==> src/rtl/uart_pkg.sv <==
// Shared UART definitions: frame geometry, default baud divisor and the TX drain state encoding.
package uart_pkg;

  localparam int UART_DATA_BITS       = 8;
  localparam int DEFAULT_CLKS_PER_BIT = 434;  // 50 MHz / 115200

  typedef enum logic [2:0] {
    IDLE,
    REQ,
    WAIT,
    START,
    DATA,
    STOP
  } tx_state_t;

endpackage

==> src/rtl/uart_baud_tick.sv <==
// Free-running baud counter 0..CLKS_PER_BIT-1 with synchronous clear.
// tick marks the last cycle of a bit; pre_tick marks the cycle before it.
module uart_baud_tick #(
  parameter int CLKS_PER_BIT = 434,
  localparam int CNT_W = $clog2(CLKS_PER_BIT)
) (
  input  logic clk,
  input  logic rst,
  input  logic clr,
  output logic tick,
  output logic pre_tick
);

  logic [CNT_W-1:0] cnt;

  always_ff @(posedge clk or posedge rst) begin
    if (rst) begin
      cnt <= '0;
    end else if (clr || tick) begin
      cnt <= '0;
    end else begin
      cnt <= cnt + CNT_W'(1);
    end
  end

  assign tick     = (cnt == CNT_W'(CLKS_PER_BIT - 1));
  assign pre_tick = (cnt == CNT_W'(CLKS_PER_BIT - 2));

endmodule

==> src/rtl/uart_tx_drain.sv <==
// Drains bytes from the ring buffer read port and serialises each one as UART 8N1 on tx.
// Buffer handshake: buf_ren pulses for one cycle (REQ); buf_available is only honoured in the following cycle (WAIT).
module uart_tx_drain
  import uart_pkg::*;
#(
  parameter int CLKS_PER_BIT = DEFAULT_CLKS_PER_BIT
) (
  input  logic       clk,
  input  logic       rst,
  input  logic       en,
  input  logic [7:0] buf_data,
  input  logic       buf_available,
  output logic       buf_ren,
  output logic       tx,
  output logic       busy,
  output logic       sent,
  output tx_state_t  state_dbg
);

  tx_state_t  state, next_state;
  logic [7:0] shreg;
  logic [2:0] idx;
  logic       tick, pre_tick, clr;
  logic       tx_d, buf_ren_d, busy_d, sent_d;

  // The counter is held at zero across WAIT so START begins a full bit period.
  assign clr = (state == WAIT);

  uart_baud_tick #(
    .CLKS_PER_BIT(CLKS_PER_BIT)
  ) u_baud (
    .clk      (clk),
    .rst      (rst),
    .clr      (clr),
    .tick     (tick),
    .pre_tick (pre_tick)
  );

  always_ff @(posedge clk or posedge rst) begin
    if (rst) begin
      state <= IDLE;
    end else begin
      state <= next_state;
    end
  end

  always_comb begin
    next_state = state;
    case (state)
      IDLE:    if (en) next_state = REQ;
      REQ:     next_state = WAIT;
      WAIT:    next_state = buf_available ? START : IDLE;
      START:   if (tick) next_state = DATA;
      DATA:    if (tick && idx == 3'(UART_DATA_BITS - 1)) next_state = STOP;
      STOP:    if (tick) next_state = IDLE;
      default: next_state = IDLE;
    endcase
  end

  always_ff @(posedge clk or posedge rst) begin
    if (rst) begin
      shreg <= '0;
      idx   <= '0;
    end else if (state == WAIT && buf_available) begin
      shreg <= buf_data;
      idx   <= '0;
    end else if (state == DATA && tick) begin
      shreg <= shreg >> 1;
      idx   <= idx + 3'd1;
    end
  end

  // Outputs are computed for the upcoming state so the registered pins line up with it.
  always_comb begin
    buf_ren_d = (next_state == REQ);
    busy_d    = (next_state != IDLE);
    sent_d    = (state == STOP) && pre_tick;
    case (next_state)
      START:   tx_d = 1'b0;
      DATA:    tx_d = (state == DATA && tick) ? shreg[1] : shreg[0];
      default: tx_d = 1'b1;
    endcase
  end

  always_ff @(posedge clk or posedge rst) begin
    if (rst) begin
      tx      <= 1'b1;
      buf_ren <= 1'b0;
      busy    <= 1'b0;
      sent    <= 1'b0;
    end else begin
      tx      <= tx_d;
      buf_ren <= buf_ren_d;
      busy    <= busy_d;
      sent    <= sent_d;
    end
  end

  assign state_dbg = state;

endmodule

==> config.mk <==
export PLATFORM = sky130hd
export DESIGN_NAME = uart_tx_drain
export DESIGN_NICKNAME = d
export VERILOG_FILES = /design/src/rtl/uart_pkg.sv /design/src/rtl/uart_baud_tick.sv /design/src/rtl/uart_tx_drain.sv
export SDC_FILE = /design/constraint.sdc
export NUM_CORES = 1
export LEC_CHECK = 0
export CAP_MARGIN = 40
export CORE_UTILIZATION = 56
export CTS_BUF_LIST = sky130_fd_sc_hd__clkbuf_2
export DETAILED_ROUTE_END_ITERATION = 6
export PLACE_DENSITY = 0.87
export SETUP_SLACK_MARGIN = 0.4
export SYNTH_ARGS = -nofsm -noshare
export SYNTH_HDL_FRONTEND = slang
export SYNTH_SLANG_ARGS = --single-unit
export TNS_END_PERCENT = 5
==> constraint.sdc <==
create_clock -name clk -period 2.6 [get_ports clk]
set_clock_uncertainty 0.15 [all_clocks]
set_input_delay 0.52 -clock clk [delete_from_list [all_inputs] [get_ports clk]]
set_output_delay 0.52 -clock clk [all_outputs]
set_load 0.005 [all_outputs]
==> impl_metrics.py, run 1 <==
metrics = {
    "clocking": {
        "clock-sinks": 27,
        "cts_setup_buffers": 0,
        "cts_tree": "built",
        "cts-htree-levels": 1,
        "cts_buffers": 3,
        "clk_latency_ns": 0.35,
        "clockBufferDepth": 2,
        "cts_root_buf": "clkbuf_2",
        "path_clk_slew_ns": 0.24,
    },
    "grt": {
        "grt_max_degree": 28,
        "grt_pass1_vias": 977,
        "grt_overflow": 0,
        "grtUsageTotal_pct": 22.9,
        "grt_pass1_wl_um": 4380,
        "grt_antenna_before_repair": 0,
        "grtUsageMet3_pct": 2.98,
        "use_met2_pct": 40.6,
        "met1_usage_pct": 28.5,
        "busiest_layer": "met2",
    },
    "drt": {
        "vias_per_cell": 5.59,
        "routed-via-count": 989,
        "drt-pass1-iter-count": 4,
        "drt_wl_total_um": 2550,
        "drt_iter0_drc": 21,
        "drtAntennaViolNets": 0,
        "routedWlPerCell_um": 14.4,
        "drcViolationCount": 0,
    },
    "job": {
        "drv_cap": 0,
    },
    "critical_path": {
        "max_stage_delay_ns": 0.56,
        "cp_data_required_time_ns": 1.93,
        "crit_arrival_ns": 1.46,
        "crit_buf_inv": 1,
        "critPathSlowestCell": "clkdlybuf4s50_1",
        "end_kind": "primary output",
        "worstPathMaxFanout": 6,
        "path_delay_family": "buffers and inverters",
        "startpoint_type": "register",
        "path_cells": "clkdlybuf4s50_1",
        "worstSetupPathType": "reg -> out",
    },
    "floorplanning": {
        "dieArea_um2": 2600,
        "pin_count": 19,
        "initial_core_util_pct": 60.2,
        "rows": 17,
        "dieHeight_um": 51.0,
        "coreArea_um2": 2230,
        "fp.dieW_um": 51.0,
    },
    "placement": {
        "io_buffers": 18,
        "gp_congestion": 0.781,
        "dp_hpwl_um": 1960,
        "place_inst": 173,
    },
    "logic_synthesis": {
        "syn_inst": 127,
        "syn_avg_cell_area_um2": 10.6,
        "syn_nets": 144,
        "yosysSeqAreaShare_pct": 50.4,
        "synth_area_um2": 1340,
        "synth_seq_cells": 27,
        "yosys.cell_types.count": 35,
        "synth_warnings": 0,
    },
    "sta": {
        "post-route-period-util_pct": 82.0,
        "slew-limit-headroom_pct": 60.8,
        "tightestPinTransition_ns": 0.583,
        "fin_crit_ns": 2.13,
        "setup_tns_ns": 0,
        "finalHoldViolations": 0,
        "max_freq_mhz": 469,
        "rsz0062_at_grt": "true",
        "setup_viol_count_final": 0,
        "report.final.slew_viol_count": 0,
    },
    "cells_and_area": {
        "layout_common_cells": "dfrtp_1, nand2_1, clkdlybuf4s50_1, nor2_1, o21ai_1",
        "nets": 167,
        "final_common_cell": "dfrtp_1",
        "diodes": 0,
        "syn2layout_area_growth_pct": 16.9,
        "drive_above_1_share_pct": 12.1,
        "stdcell_count": 177,
    },
    "power_and_ir_drop": {
        "p_leak_nw": 0.694,
        "power_density_nw_per_um2": 811,
        "total_power_mw": 1.27,
        "peakVddDrop_uv": 682,
    },
    "outcome": {
        "status": "finished clean",
    },
    "hold_path": {
        "min_path_type": "in -> async",
    },
}
[metrics by stage]
| stage | util [%] | setup slack, ns | hold slack (ns) | cell area [um^2] |
|---|---|---|---|---|
| detailed placement | 69.3 | 0.492 | 0.321 | 1550 |
| finish | 70.4 | 0.467 | 0.326 | 1570 |
| global placement | 69.3 | 0.566 | 0.312 | 1550 |
| CTS | 70.3 | 0.452 | 0.335 | 1570 |
| global route | 70.4 | 0.365 | 0.359 | 1570 |
| floorplan | - | 0.785 | 0.296 | 1340 |
[synthesized netlist by cell type]
master | instances | share of area [%]
a311o_1 | 1 | 0.74
a22oi_1 | 3 | 1.7
and4bb_1 | 1 | 0.93
o21ai_0 | 1 | 0.37
and3_1 | 1 | 0.47
and4b_4 | 1 | 1.0
o21ai_1 | 8 | 3.0
mux2i_1 | 3 | 2.2
nor2_1 | 17 | 4.7
a21oi_1 | 1 | 0.37
nand3_1 | 4 | 1.5
nor4b_2 | 1 | 1.1
o22ai_1 | 1 | 0.47
buf_6 | 3 | 2.5
dfstp_2 | 1 | 2.0
xnor2_1 | 5 | 3.3
xor2_1 | 2 | 1.3
nand2_1 | 20 | 5.6
nor2_2 | 1 | 0.47
nand2_2 | 1 | 0.47
nor4bb_4 | 1 | 1.9
a2111o_1 | 1 | 0.84
dfrtp_1 | 26 | 48
nand2b_1 | 2 | 0.93
nor2b_1 | 1 | 0.47
nor3b_2 | 1 | 0.93
and4_1 | 2 | 1.3
and3_4 | 1 | 0.84
ha_1 | 5 | 4.7
inv_1 | 6 | 1.7
a2111oi_4 | 1 | 2.0
nand4_1 | 1 | 0.47
nand3b_1 | 1 | 0.56
a31oi_1 | 1 | 0.47
nor3_1 | 1 | 0.37
[report_power, final]
group	internal, mW	total (mW)	switching (mW)
registers	0.550	0.675	0.125
clock network	0.0349	0.152	0.117
logic	0.222	0.448	0.225
total	0.807	1.27	0.468
[what timing repair did]
| action | in CTS | in global routing |
|---|---|---|
| endpoints found under the setup margin | 1 | 8 |
| pin swaps | 0 | 0 |
| hold buffers | 0 | 0 |
| resized for setup | 1 | 2 |
| endpoints found under the hold margin | 0 | 0 |
[sequential cells by signal, indices dropped and copies added, names as in the netlist]
signal      count
shreg           8
state_dbg       3
busy            1
sent            1
idx             3
buf_ren         1
u_baud.cnt      9
tx              1
[per-layer routing]
layer / share of wire [%] / wire length (um)
met2: 51 / 1300
met3: 4.4 / 113
met5: 0 / 0
met4: 0.67 / 17
met1: 44 / 1120
[logic make-up (layout without fill, tap and decap cells)]
kind of cell	Yosys count	after routing	share of synthesized area [%]
AO/OA/AOI/OAI	18	18	9.96
multiplexers	3	3	2.23
buffers and inverters	9	31	4.19
AND/OR/NAND/NOR	58	58	24.0
adder cells (fa/ha/maj)	5	5	4.66
flip-flops	27	27	50.4
XOR/XNOR	7	7	4.56
[worst paths after layout]
check / slack [ns] / to / start / cells past startpoint
max: 0.47 / state_dbg[1] / state_dbg[1]$_DFF_PP0_ / 1
max reg2reg: 0.52 / shreg[4]$_DFFE_PP0P_ / u_baud.cnt[1]$_DFF_PP0_ / 7
min reg2reg: 0.37 / shreg[3]$_DFFE_PP0P_ / shreg[3]$_DFFE_PP0P_ / 2
max in group asynchronous: 1.66 / tx$_DFF_PP1_ / rst / 3
min in group clk: 0.37 / shreg[3]$_DFFE_PP0P_ / shreg[3]$_DFFE_PP0P_ / 2
min: 0.33 / u_baud.cnt[1]$_DFF_PP0_ / rst / 3
[cell type report]
type / instances / area (um^2)
tap: 28 / 35.0
fill: 171 / 662
clock buffer: 3 / 15.0
timing repair buffer: 21 / 203
clock inverter: 1 / 5.00
inverter: 6 / 22.5
sequential: 27 / 678
multi-input combinational: 91 / 613
No activity file was read; power rests on OpenSTA's default activity.
==> inputs of run 2 (changes only) <==
==> constraint.sdc (replaced) <==
create_clock -name clk -period 2 [get_ports clk]
set_clock_uncertainty 0.15 [all_clocks]
set_input_delay 0.4 -clock clk [delete_from_list [all_inputs] [get_ports clk]]
set_output_delay 0.4 -clock clk [all_outputs]
set_load 0.005 [all_outputs]
==> impl_metrics.py, run 2 (same netlist as run 1, synthesis figures left out) <==
metrics = {
    "outcome": {
        "status": "finished clean",
    },
    "floorplanning": {
        "rows": 17,
        "pin_count": 19,
        "dieArea_um2": 2600,
        "initial_core_util_pct": 60.2,
        "dieHeight_um": 51.0,
        "fp.dieW_um": 51.0,
        "coreArea_um2": 2230,
    },
    "hold_path": {
        "min_path_type": "in -> async",
    },
    "sta": {
        "finalHoldViolations": 0,
        "setup_viol_count_final": 0,
        "rsz0062_at_grt": "true",
        "post-route-period-util_pct": 93.9,
        "slew-limit-headroom_pct": 60.7,
        "report.final.slew_viol_count": 0,
        "tightestPinTransition_ns": 0.586,
        "fin_ws_ns": 0.123,
        "fin_crit_ns": 1.88,
        "max_freq_mhz": 533,
        "setup_tns_ns": 0,
    },
    "clocking": {
        "cts_buffers": 3,
        "cts_tree": "built",
        "path_clk_slew_ns": 0.26,
        "clk_latency_ns": 0.35,
        "cts_root_buf": "clkbuf_2",
        "cts_hold_buf": 0,
        "clock-sinks": 27,
        "cts-htree-levels": 1,
        "clockBufferDepth": 2,
    },
    "placement": {
        "place_inst": 178,
        "post_dp_cell_area_um2": 1590,
        "io_buffers": 18,
        "pre_cts_ws_ns": 0.0108,
        "gp_congestion": 0.839,
        "dp_hpwl_um": 1820,
    },
    "power_and_ir_drop": {
        "power_density_nw_per_um2": 1070,
        "p_leak_nw": 0.787,
        "peakVddDrop_uv": 861,
    },
    "grt": {
        "grtUsageTotal_pct": 23.7,
        "grt_pass1_vias": 1083,
        "met1_usage_pct": 29.9,
        "grt_antenna_before_repair": 0,
        "grt_pass1_wl_um": 4550,
        "grt_overflow": 0,
        "busiest_layer": "met2",
        "grtUsageMet3_pct": 3.57,
        "grt_max_degree": 28,
        "use_met2_pct": 41.9,
    },
    "cells_and_area": {
        "reg_top3": "u_baud.cnt x9, shreg x8",
        "postLayoutCellArea_um2": 1710,
        "nets": 184,
        "diodes": 0,
        "drive_above_1_share_pct": 22.3,
        "fin_util_pct": 76.8,
        "stdcell_count": 194,
        "largest-register": "u_baud.cnt",
        "syn2layout_area_growth_pct": 27.6,
        "largest_reg_flops": 9,
        "final_common_cell": "dfrtp_1",
        "layout_common_cells": "dfrtp_1, nand2_1, buf_4, nor2_1, clkdlybuf4s50_1",
    },
    "job": {
        "drv_cap": 0,
    },
    "drt": {
        "drt_iter0_drc": 40,
        "drtAntennaViolNets": 0,
        "routed-via-count": 1049,
        "drcViolationCount": 0,
        "drt-pass1-iter-count": 4,
        "routedWlPerCell_um": 13.8,
        "vias_per_cell": 5.41,
        "drt_wl_total_um": 2680,
    },
    "critical_path": {
        "r2r-start": "u_baud.cnt[1]$_DFF_PP0_",
        "end_kind": "register",
        "r2r_end": "busy$_DFF_PP0_",
        "worstSetupPathType": "reg -> reg",
        "cp_data_required_time_ns": 2.11,
        "crit_arrival_ns": 1.98,
        "worstPathMaxFanout": 3,
        "reg2reg_depth": 7,
        "startpoint_type": "register",
        "r2r_slack_ns": 0.12,
    },
}
==> run 2: changes by cell type in the layout (fill, tap and decap cells not counted), sizes merged <==
cell           delta
clkdlybuf4s50     -4
dlygate4sd2       +4
buf              +17
==> run 2: repair_timing <==
action                     4_1_cts  5_1_grt
buffers inserted                 9        3
pin swaps                        4        3
gates resized for setup         11        0
cloned                           0        0
setup endpoints to repair       31       32
==> run 2: report_power, final <==
part | internal [mW] | switching, mW | total (mW) | leakage [nW]
combinational | 0.410 | 0.398 | 0.808 | 0.426
clock | 0.0454 | 0.160 | 0.205 | 0.0164
sequential | 0.712 | 0.101 | 0.813 | 0.344
total | 1.17 | 0.659 | 1.83 | 0.787
==> run 2: final cells by class <==
| cell class | instances | area (um^2) |
|---|---|---|
| Sequential cell | 27 | 678 |
| Multi-Input combinational cell | 91 | 626 |
| Fill cell | 146 | 519 |
| Timing Repair Buffer | 38 | 333 |
| Tap cell | 28 | 35.0 |
| Inverter | 6 | 22.5 |
| Clock buffer | 3 | 15.0 |
| Clock inverter | 1 | 5.00 |
==> run 2: routing by layer <==
layer  up-vias  wire, um
li1        515         -
met2        27      1310
met4         0        14
met5         -         0
met1       505      1270
met3         2        95
==> run 2: per-stage QoR <==
stage	power, mW	hold WS, ns
2_1_floorplan	1.24	0.299
3_3_place_gp	1.47	0.318
3_5_place_dp	1.50	0.333
4_1_cts	1.81	0.212
5_1_grt	1.96	0.244
6_report	1.83	0.200
==> run 2: worst max path at each step <==
stage | endpoint | slack, ns | startpoint
after floorplan | busy$_DFF_PP0_ | 0.24 | u_baud.cnt[1]$_DFF_PP0_
after global placement | shreg[4]$_DFFE_PP0P_ | 0.12 | u_baud.cnt[1]$_DFF_PP0_
after detailed placement | shreg[6]$_DFFE_PP0P_ | 0.01 | u_baud.cnt[1]$_DFF_PP0_
after CTS | shreg[6]$_DFFE_PP0P_ | 0.18 | state_dbg[0]$_DFF_PP0_
after global routing | busy$_DFF_PP0_ | 0.05 | u_baud.cnt[1]$_DFF_PP0_
final | busy$_DFF_PP0_ | 0.12 | u_baud.cnt[1]$_DFF_PP0_
==> run 2: worst max-delay path, stage by stage (launching register included) <==
cell	delay, ns
dfrtp_1	0.46
inv_2	0.09
ha_4	0.13
and4bb_1	0.24
nand2_1	0.09
and3_4	0.19
a2111oi_4	0.34
nand2b_1	0.10
==> inputs of run 3 (changes only) <==
--- a/config.mk
+++ b/config.mk
@@ -11,6 +11,8 @@
 export DETAILED_ROUTE_END_ITERATION = 6
 export PLACE_DENSITY = 0.87
 export SETUP_SLACK_MARGIN = 0.4
+export SKIP_CTS_REPAIR_TIMING = 1
+export SKIP_LAST_GASP = 1
 export SYNTH_ARGS = -nofsm -noshare
 export SYNTH_HDL_FRONTEND = slang
 export SYNTH_SLANG_ARGS = --single-unit
==> constraint.sdc (replaced) <==
create_clock -name clk -period 1.8 [get_ports clk]
set_clock_uncertainty 0.15 [all_clocks]
set_input_delay 0.36 -clock clk [delete_from_list [all_inputs] [get_ports clk]]
set_output_delay 0.36 -clock clk [all_outputs]
set_load 0.005 [all_outputs]
==> impl_metrics.py, run 3 (same netlist as run 1, synthesis figures left out) <==
metrics = {
    "power_and_ir_drop": {
        "total_power_mw": 2.13,
        "p_clk_share_pct": 11.0,
        "swShare_pct": 35.8,
        "power_density_nw_per_um2": 1230,
        "internal_power_mw": 1.37,
        "peakVddDrop_uv": 965,
        "p_comb_share_pct": 46.2,
        "p_seq_share_pct": 42.8,
        "p_leak_nw": 0.815,
        "p_sw_mw": 0.761,
    },
    "floorplanning": {
        "dieHeight_um": 51.0,
        "pin_count": 19,
        "dieArea_um2": 2600,
        "fp.dieW_um": 51.0,
        "coreArea_um2": 2230,
        "initial_core_util_pct": 60.2,
        "rows": 17,
    },
    "placement": {
        "dp_hpwl_um": 2090,
        "pre_cts_ws_ns": -0.0723,
        "place_inst": 185,
        "io_buffers": 18,
        "post_dp_cell_area_um2": 1640,
        "gp_congestion": 0.908,
    },
    "clocking": {
        "cts_root_buf": "clkbuf_2",
        "clock-sinks": 27,
        "clockBufferDepth": 2,
        "path_clk_slew_ns": 0.24,
        "clk_latency_ns": 0.35,
        "cts_buffers": 3,
        "cts_tree": "built",
        "cts-htree-levels": 1,
    },
    "cells_and_area": {
        "largest_reg_flops": 9,
        "diodes": 0,
        "postLayoutCellArea_um2": 1730,
        "layout_common_cells": "dfrtp_1, buf_4, nand2_1, nor2_1, clkdlybuf4s50_1",
        "syn2layout_area_growth_pct": 28.9,
        "largest-register": "u_baud.cnt",
        "final_common_cell": "dfrtp_1",
        "stdcell_count": 196,
        "drive_above_1_share_pct": 22.0,
        "fin_util_pct": 77.5,
        "reg_top3": "u_baud.cnt x9, shreg x8",
        "nets": 186,
    },
    "grt": {
        "use_met2_pct": 41.9,
        "grtUsageTotal_pct": 24.2,
        "grtUsageMet3_pct": 4.17,
        "busiest_layer": "met2",
        "grt_max_degree": 28,
        "grt_antenna_before_repair": 0,
        "grt_overflow": 0,
        "met1_usage_pct": 29.8,
        "grt_pass1_wl_um": 4620,
        "grt_pass1_vias": 1045,
    },
    "sta": {
        "setup_tns_ns": -0.565,
        "setup_viol_count_final": 12,
        "rsz0062_at_grt": "true",
        "fin_ws_ns": -0.115,
        "fin_hold_ws_ns": 0.158,
        "tightestPinTransition_ns": 0.335,
        "slew-limit-headroom_pct": 77.7,
        "finalHoldViolations": 0,
        "report.final.slew_viol_count": 0,
        "post-route-period-util_pct": 106,
        "max_freq_mhz": 522,
        "fin_crit_ns": 1.92,
    },
    "critical_path": {
        "startpoint_type": "register",
        "crit_arrival_ns": 1.41,
        "cp_data_required_time_ns": 1.29,
        "worstPathMaxFanout": 5,
        "worstSetupPathType": "reg -> out",
        "end_kind": "primary output",
    },
    "hold_path": {
        "min_path_type": "in -> async",
    },
    "drt": {
        "drt-pass1-iter-count": 4,
        "vias_per_cell": 5.70,
        "drcViolationCount": 0,
        "routed-via-count": 1118,
        "drtAntennaViolNets": 0,
        "drt_wl_total_um": 2870,
        "drt_iter0_drc": 24,
        "routedWlPerCell_um": 14.7,
    },
    "outcome": {
        "violations": "negative setup slack",
        "status": "complete, but fails checks",
    },
    "job": {
        "drv_cap": 0,
    },
}
==> run 3: cell count changes in the layout (fill, tap and decap cells not counted) <==
| cell | change |
|---|---|
| dfrtp_2 | -1 |
| dlygate4sd2_1 | -4 |
| clkdlybuf4s50_1 | +2 |
| dlymetal6s2s_1 | +2 |
| buf_6 | -1 |
| clkinv_2 | -1 |
| buf_4 | +3 |
| dfrtp_1 | +1 |
| and4_4 | -1 |
| clkbuf_2 | +1 |
| and4_1 | +1 |
==> run 3: worst paths after layout <==
check / start / to / slack, ns / cells past startpoint
max in group asynchronous: rst / tx$_DFF_PP1_ / 1.03 / 3
setup reg to reg: u_baud.cnt[1]$_DFF_PP0_ / tx$_DFF_PP1_ / -0.09 / 7
setup / recovery: state_dbg[1]$_DFF_PP0_ / state_dbg[1] / -0.12 / 2
hold / removal: rst / u_baud.cnt[1]$_DFF_PP0_ / 0.16 / 3
hold reg to reg: shreg[3]$_DFFE_PP0P_ / shreg[3]$_DFFE_PP0P_ / 0.38 / 2
min in group clk: buf_data[4] / shreg[4]$_DFFE_PP0P_ / 0.37 / 3
==> run 3: layer usage <==
layer | wire length [um] | up-vias
li1 | - | 519
met1 | 1210 | 537
met2 | 1420 | 47
met3 | 138 | 15
met4 | 99 | 0
met5 | 0 | -
==> run 3: worst max-delay path: stages (launching register included) <==
cell             delay [ns]
dfrtp_1                0.41
buf_4                  0.14
clkdlybuf4s50_1        0.50
==> run 3: power groups by stage <==
stage,Sequential [mW],Combinational [mW],Clock [mW]
2_1_floorplan,0.922,0.457,0
3_3_place_gp,0.910,0.783,0
3_5_place_dp,0.919,0.833,0
4_1_cts,0.905,0.837,0.235
5_1_grt,0.923,1.09,0.254
6_report,0.911,0.983,0.234
==> run 3: area by class of cell <==
type                    instances  area [um^2]
flip-flops and latches         27          677
multi-input cells              91          623
fillers                       133          502
repair buffers                 40          354
well taps                      28         35.0
inverters                       6         22.5
clock buffers                   4         20.0
